[config.mk]
export PLATFORM = sky130hd
export DESIGN_NAME = payment_sequencer
export DESIGN_NICKNAME = d
export VERILOG_FILES = /design/src/rtl/payment_sequencer.sv
export SDC_FILE = /design/constraint.sdc
export NUM_CORES = 1
export LEC_CHECK = 0
export ABC_CLOCK_PERIOD_IN_PS = 3900
export CORE_UTILIZATION = 35
export CTS_BUF_LIST = sky130_fd_sc_hd__clkbuf_16
export CTS_CLUSTER_DIAMETER = 200
export DETAILED_ROUTE_END_ITERATION = 10
export PLACE_DENSITY = 0.57
export SLEW_MARGIN = 30
export SYNTH_ARGS = -nofsm -noshare
export SYNTH_HDL_FRONTEND = slang
export SYNTH_SLANG_ARGS = --single-unit
[constraint.sdc]
create_clock -name clock -period 3.9 [get_ports clock]
set_input_delay 0.78 -clock clock [delete_from_list [all_inputs] [get_ports clock]]
set_output_delay 0.78 -clock clock [all_outputs]
set_load 0.01 [all_outputs]
[src/rtl/payment_sequencer.sv]
// Payment sequencer: collects notes against a price, then pays change coin by coin.
// Optional idle timeout in COLLECT is enabled by defining PAYMENT_TIMEOUT_EN.
module payment_sequencer (
    input  logic       clock,
    input  logic       reset,
    input  logic       startPay,
    input  logic [4:0] valueToPay,
    input  logic       moneyValid,
    input  logic [4:0] inputMoney,
    input  logic       cancel,
    input  logic       dispAck,
    output logic       dispReq,
    output logic [4:0] dispCoin,
    output logic       rejectPulse,
    output logic [5:0] paidTotal,
    output logic       done,
    output logic [2:0] state
);

    typedef enum logic [2:0] {
        StIdle     = 3'b000,
        StCollect  = 3'b001,
        StSelect   = 3'b010,
        StDispense = 3'b011,
        StDone     = 3'b100
    } state_e;

    state_e     state_q, state_d;
    logic [4:0] price_q, price_d;
    logic [5:0] change_q, change_d;
    logic [5:0] paid_q, paid_d;
    logic       req_q, req_d;
    logic [4:0] coin_q, coin_d;
    logic       rej_q, rej_d;
    logic       done_q, done_d;

    logic       note_ok;
    logic [5:0] paid_next;
    logic       timeout;

    assign note_ok = (inputMoney == 5'd10) || (inputMoney == 5'd20) || (inputMoney == 5'd30);

`ifdef PAYMENT_TIMEOUT_EN
    logic [7:0] idle_cnt_q;

    assign timeout = (state_q == StCollect) && (idle_cnt_q == 8'hff);

    always_ff @(posedge clock or negedge reset) begin
        if (!reset) begin
            idle_cnt_q <= 8'd0;
        end else if (state_q == StIdle && startPay) begin
            idle_cnt_q <= 8'd0;
        end else if (state_q == StCollect) begin
            idle_cnt_q <= moneyValid ? 8'd0 : idle_cnt_q + 8'd1;
        end
    end
`else
    assign timeout = 1'b0;
`endif

    always_comb begin
        state_d   = state_q;
        price_d   = price_q;
        change_d  = change_q;
        paid_d    = paid_q;
        req_d     = req_q;
        coin_d    = coin_q;
        done_d    = 1'b0;
        paid_next = paid_q;
        // Any note that is not a valid note arriving in COLLECT is handed back.
        rej_d     = moneyValid && !((state_q == StCollect) && note_ok);

        case (state_q)
            StIdle: begin
                if (startPay) begin
                    price_d  = valueToPay;
                    paid_d   = 6'd0;
                    change_d = 6'd0;
                    state_d  = (valueToPay == 5'd0) ? StSelect : StCollect;
                end
            end
            StCollect: begin
                if (moneyValid && note_ok) begin
                    paid_next = paid_q + {1'b0, inputMoney};
                end
                paid_d = paid_next;
                // Abort wins over a reached price, refunding the just-added note too.
                if (cancel || timeout) begin
                    change_d = paid_next;
                    state_d  = StSelect;
                end else if (paid_next >= {1'b0, price_q}) begin
                    change_d = paid_next - {1'b0, price_q};
                    state_d  = StSelect;
                end
            end
            StSelect: begin
                if (change_q == 6'd0) begin
                    done_d  = 1'b1;
                    state_d = StDone;
                end else begin
                    req_d   = 1'b1;
                    state_d = StDispense;
                    if (change_q >= 6'd20)      coin_d = 5'd20;
                    else if (change_q >= 6'd10) coin_d = 5'd10;
                    else if (change_q >= 6'd5)  coin_d = 5'd5;
                    else if (change_q >= 6'd2)  coin_d = 5'd2;
                    else                        coin_d = 5'd1;
                end
            end
            StDispense: begin
                if (dispAck) begin
                    change_d = change_q - {1'b0, coin_q};
                    req_d    = 1'b0;
                    coin_d   = 5'd0;
                    state_d  = StSelect;
                end
            end
            StDone: begin
                state_d = StIdle;
            end
            default: begin
                req_d   = 1'b0;
                coin_d  = 5'd0;
                state_d = StIdle;
            end
        endcase
    end

    always_ff @(posedge clock or negedge reset) begin
        if (!reset) begin
            state_q  <= StIdle;
            price_q  <= 5'd0;
            change_q <= 6'd0;
            paid_q   <= 6'd0;
            req_q    <= 1'b0;
            coin_q   <= 5'd0;
            rej_q    <= 1'b0;
            done_q   <= 1'b0;
        end else begin
            state_q  <= state_d;
            price_q  <= price_d;
            change_q <= change_d;
            paid_q   <= paid_d;
            req_q    <= req_d;
            coin_q   <= coin_d;
            rej_q    <= rej_d;
            done_q   <= done_d;
        end
    end

    assign dispReq     = req_q;
    assign dispCoin    = coin_q;
    assign rejectPulse = rej_q;
    assign paidTotal   = paid_q;
    assign done        = done_q;
    assign state       = state_q;

endmodule

==> flow_metrics.env, run 1 <==
export IMPL_internal_power_w=0.00125
export IMPL_grt_pass1_wl_um=8470
export IMPL_slew_limit_headroom_pct=50.6
export IMPL_final_cells=341
export IMPL_r2r_setup_slack_ps=970
export IMPL_final_cell_mix="sky130_fd_sc_hd__clkdlybuf4s50_1, sky130_fd_sc_hd__dfrtp_1, sky130_fd_sc_hd__nand2_1, sky130_fd_sc_hd__nor2_1, sky130_fd_sc_hd__o21ai_0"
export IMPL_vias=1826
export IMPL_rsz0062_at_grt="no"
export IMPL_power_density_nw_per_um2=827
export IMPL_holdBufCountCts=0
export IMPL_preCtsSetupSlack_ps=49.4
export IMPL_groute_usage_overall_pct=17.5
export IMPL_reported_net_switching_power_w=0.000934
export IMPL_initialDrtViolationCount=64
export IMPL_antenna_found_initial=0
export IMPL_cts_tree="yes"
export IMPL_drt_drc_violations_left=0
export IMPL_synth_async_sr_flop_share_pct=100
export IMPL_cts_buffer_depth=2
export IMPL_finalMaxSlewViolations=0
export IMPL_io_buffers=32
export IMPL_synth_avg_cell_area_um2=9.06
export IMPL_timing_critical_path_required_ps=4090
export IMPL_place_congestion=0.850
export IMPL_critical_path_endpoint_type="register"
export IMPL_route_final_wire_length_um=4950
export IMPL_timing_final_crit_period_ps=3550
export IMPL_syn_inst=232
export IMPL_worst_ep_arrival_time_ps=3740
export IMPL_leakagePower_nw=1.15
export IMPL_design_final_nets=304
export IMPL_drt_antenna_violating_nets=0
export IMPL_most_common_cell_after_layout_fill_and_taps_aside="sky130_fd_sc_hd__clkdlybuf4s50_1"
export IMPL_antennaDiodeCount=0
export IMPL_placed_cells=337
export IMPL_status="completed"
export IMPL_crit_path_max_fanout=6
export IMPL_fin_worst_skew_ps=5.75
export IMPL_routedWlPerCell_um=14.5
export IMPL_report_final_hold_viol_count=0
export IMPL_timing_final_ws_setup_ps=352
export IMPL_min_path_type="register to register"
export IMPL_areaGrowthSynthToFinish_pct=25.8
export IMPL_drt_pre_antenna_iters=4
export IMPL_path_class="input pin to register"
export IMPL_postCtsSetupRepairBufs=0
export IMPL_power_share_combinational_pct=60.4
export IMPL_power_sequential_fraction_pct=25.1
export IMPL_synth_net_count=266
export IMPL_hold_worst_slack_ps=481
export IMPL_die_height_um=79.5
export IMPL_clk_root_buffer_cell="sky130_fd_sc_hd__clkbuf_16"
export IMPL_netlist_area_um2=2100
export IMPL_ys_flop_type="sky130_fd_sc_hd__dfrtp_1"
export IMPL_numCtsBuffers=3
export IMPL_total_die_area_um2=6320
export IMPL_detailed_place_hpwl_um=3790
export IMPL_synth_distinct_cells=51
export IMPL_clock_transition_time_at_the_flip_flop_clock_pins_of_the_worst_setup_and_hold_paths_ps=80
export IMPL_stdcell_area_um2=2640
export IMPL_report_final_setup_viol=0
export IMPL_clock_latency_ps=270
export IMPL_critPathLaunchType="input pin"
export IMPL_timing_fmax_mhz=282
export IMPL_synth_seq_cells=28
export IMPL_worstMarginPinSlew_ps=733
export IMPL_drt_vias_per_instance=5.35
export IMPL_timing_setup_tns_ps=0
export IMPL_power_ir_vdd_worst_mv=0.313
export IMPL_initial_utilization_pct=37.2
export IMPL_period_share_pct=91.0
export IMPL_post_cts_resize_count=0
export IMPL_maxCapViolations=0
export IMPL_place_area_um2=2540
export IMPL_die_w_um=79.5
export IMPL_yosysSeqAreaShare_pct=33.4
export IMPL_h_tree_lvls=1
export IMPL_grt_overflow_total=0
export IMPL_synth_edf_count=0
export IMPL_grt_max_degree=29
export IMPL_pin_count=33
export IMPL_cts_sink_count=28
export IMPL_fp_row_count=27
export IMPL_first_global_vias=1704
export IMPL_yosysWarningCount=0
export IMPL_core_box_area_um2=5640
export IMPL_switching_share_pct=42.7
export IMPL_final_layout_size_suffix_gt1_share_pct=8.55
export IMPL_pwr_share_clk_pct=14.5
-- logic make-up after synthesis --
logic type / synth area share [%]
multiplexers: 4.53
AND/OR/NAND/NOR: 18.7
adder cells (fa/ha/maj): 11.8
buffers and inverters: 3.87
AO/OA/AOI/OAI: 22.3
flip-flops: 33.4
XOR/XNOR: 5.48
-- worst paths after layout --
path | from | to | cells past startpoint
worst max register to register | paidTotal[0] | change_q[5] | 12
max in group asynchronous | reset | paidTotal[3] | 2
worst min-delay path | dispReq | dispReq | 2
worst max-delay path | inputMoney[1] | change_q[5] | 13
worst min register to register | dispReq | dispReq | 2
min in group asynchronous | reset | price_q[4] | 2
-- metal layers --
metal	vias to the layer above	global-route usage [%]	share of wire, %
met5	-	0	0
li1	915	-	-
met3	7	1.94	2.9
met4	0	6.36	1.6
met2	30	26.6	43
met1	874	25.3	52
-- cells in the mapped netlist (4+ instances only) --
cell	count	area [um^2]
sky130_fd_sc_hd__clkbuf_1	4	15.0
sky130_fd_sc_hd__inv_1	15	56.3
sky130_fd_sc_hd__dfrtp_1	28	701
sky130_fd_sc_hd__nand2_1	25	93.8
sky130_fd_sc_hd__o21ai_0	20	100
sky130_fd_sc_hd__a21o_1	7	52.6
sky130_fd_sc_hd__mux2i_1	5	50.1
sky130_fd_sc_hd__ha_1	15	188
sky130_fd_sc_hd__o22ai_1	4	25.0
sky130_fd_sc_hd__xor2_1	4	35.0
sky130_fd_sc_hd__nor2_1	22	82.6
sky130_fd_sc_hd__xnor2_1	6	52.6
sky130_fd_sc_hd__nor2b_1	4	25.0
sky130_fd_sc_hd__nand2b_1	4	25.0
sky130_fd_sc_hd__a21oi_1	11	55.1
sky130_fd_sc_hd__a31oi_1	5	31.3
sky130_fd_sc_hd__mux2_2	4	45.0
-- metrics by stage --
step / utilization, % / total power, W
final: 46.9 / 0.00219
after global routing: 46.9 / 0.00241
after CTS: 46.9 / 0.00221
after detailed placement: 45.0 / 0.00188
after global placement: 45.0 / 0.00187
after floorplan: - / 0.00144
-- power groups by stage --
stage / logic [W] / clock network (W) / registers (W)
3_3_place_gp: 0.00132 / 0 / 0.000557
5_1_grt: 0.00150 / 0.000339 / 0.000572
2_1_floorplan: 0.000913 / 0 / 0.000525
6_report: 0.00132 / 0.000317 / 0.000548
3_5_place_dp: 0.00132 / 0 / 0.000558
4_1_cts: 0.00133 / 0.000325 / 0.000552
-- cell type report --
cell class	count	area, um^2
inverter	15	56.3
timing repair buffer	39	373
tap	72	90.1
clock inverter	1	30.0
clock buffer	3	75.1
multi-input combinational	183	1320
fill	553	3000
sequential	28	701
-- worst max-delay path, stage by stage --
cell	delay, ps
sky130_fd_sc_hd__clkdlybuf4s50_1	610
sky130_fd_sc_hd__ha_1	280
sky130_fd_sc_hd__a21o_1	190
sky130_fd_sc_hd__a21oi_1	170
sky130_fd_sc_hd__xnor2_1	80
sky130_fd_sc_hd__mux2_2	300
sky130_fd_sc_hd__ha_1	330
sky130_fd_sc_hd__nand3_1	100
sky130_fd_sc_hd__o211ai_1	100
sky130_fd_sc_hd__a21o_1	250
sky130_fd_sc_hd__and3_1	170
sky130_fd_sc_hd__a311o_1	310
sky130_fd_sc_hd__o221ai_1	70
-- flip-flops by register name, summed over array words and instances (netlist names) --
name / cells
dispCoin: 5
state: 3
rejectPulse: 1
dispReq: 1
done: 1
price_q: 5
change_q: 6
paidTotal: 6
Power figures use the tool's default switching activity.
==> run 2: changes to the inputs <==
--- a/config.mk
+++ b/config.mk
@@ -9,6 +9,7 @@
 export CORE_UTILIZATION = 35
 export CTS_BUF_LIST = sky130_fd_sc_hd__clkbuf_16
 export CTS_CLUSTER_DIAMETER = 200
+export CTS_CLUSTER_SIZE = 10
 export DETAILED_ROUTE_END_ITERATION = 10
 export PLACE_DENSITY = 0.57
 export SLEW_MARGIN = 30
==> results of run 2 <==
The final DEF is identical to that of run 1; final timing and power are the same.
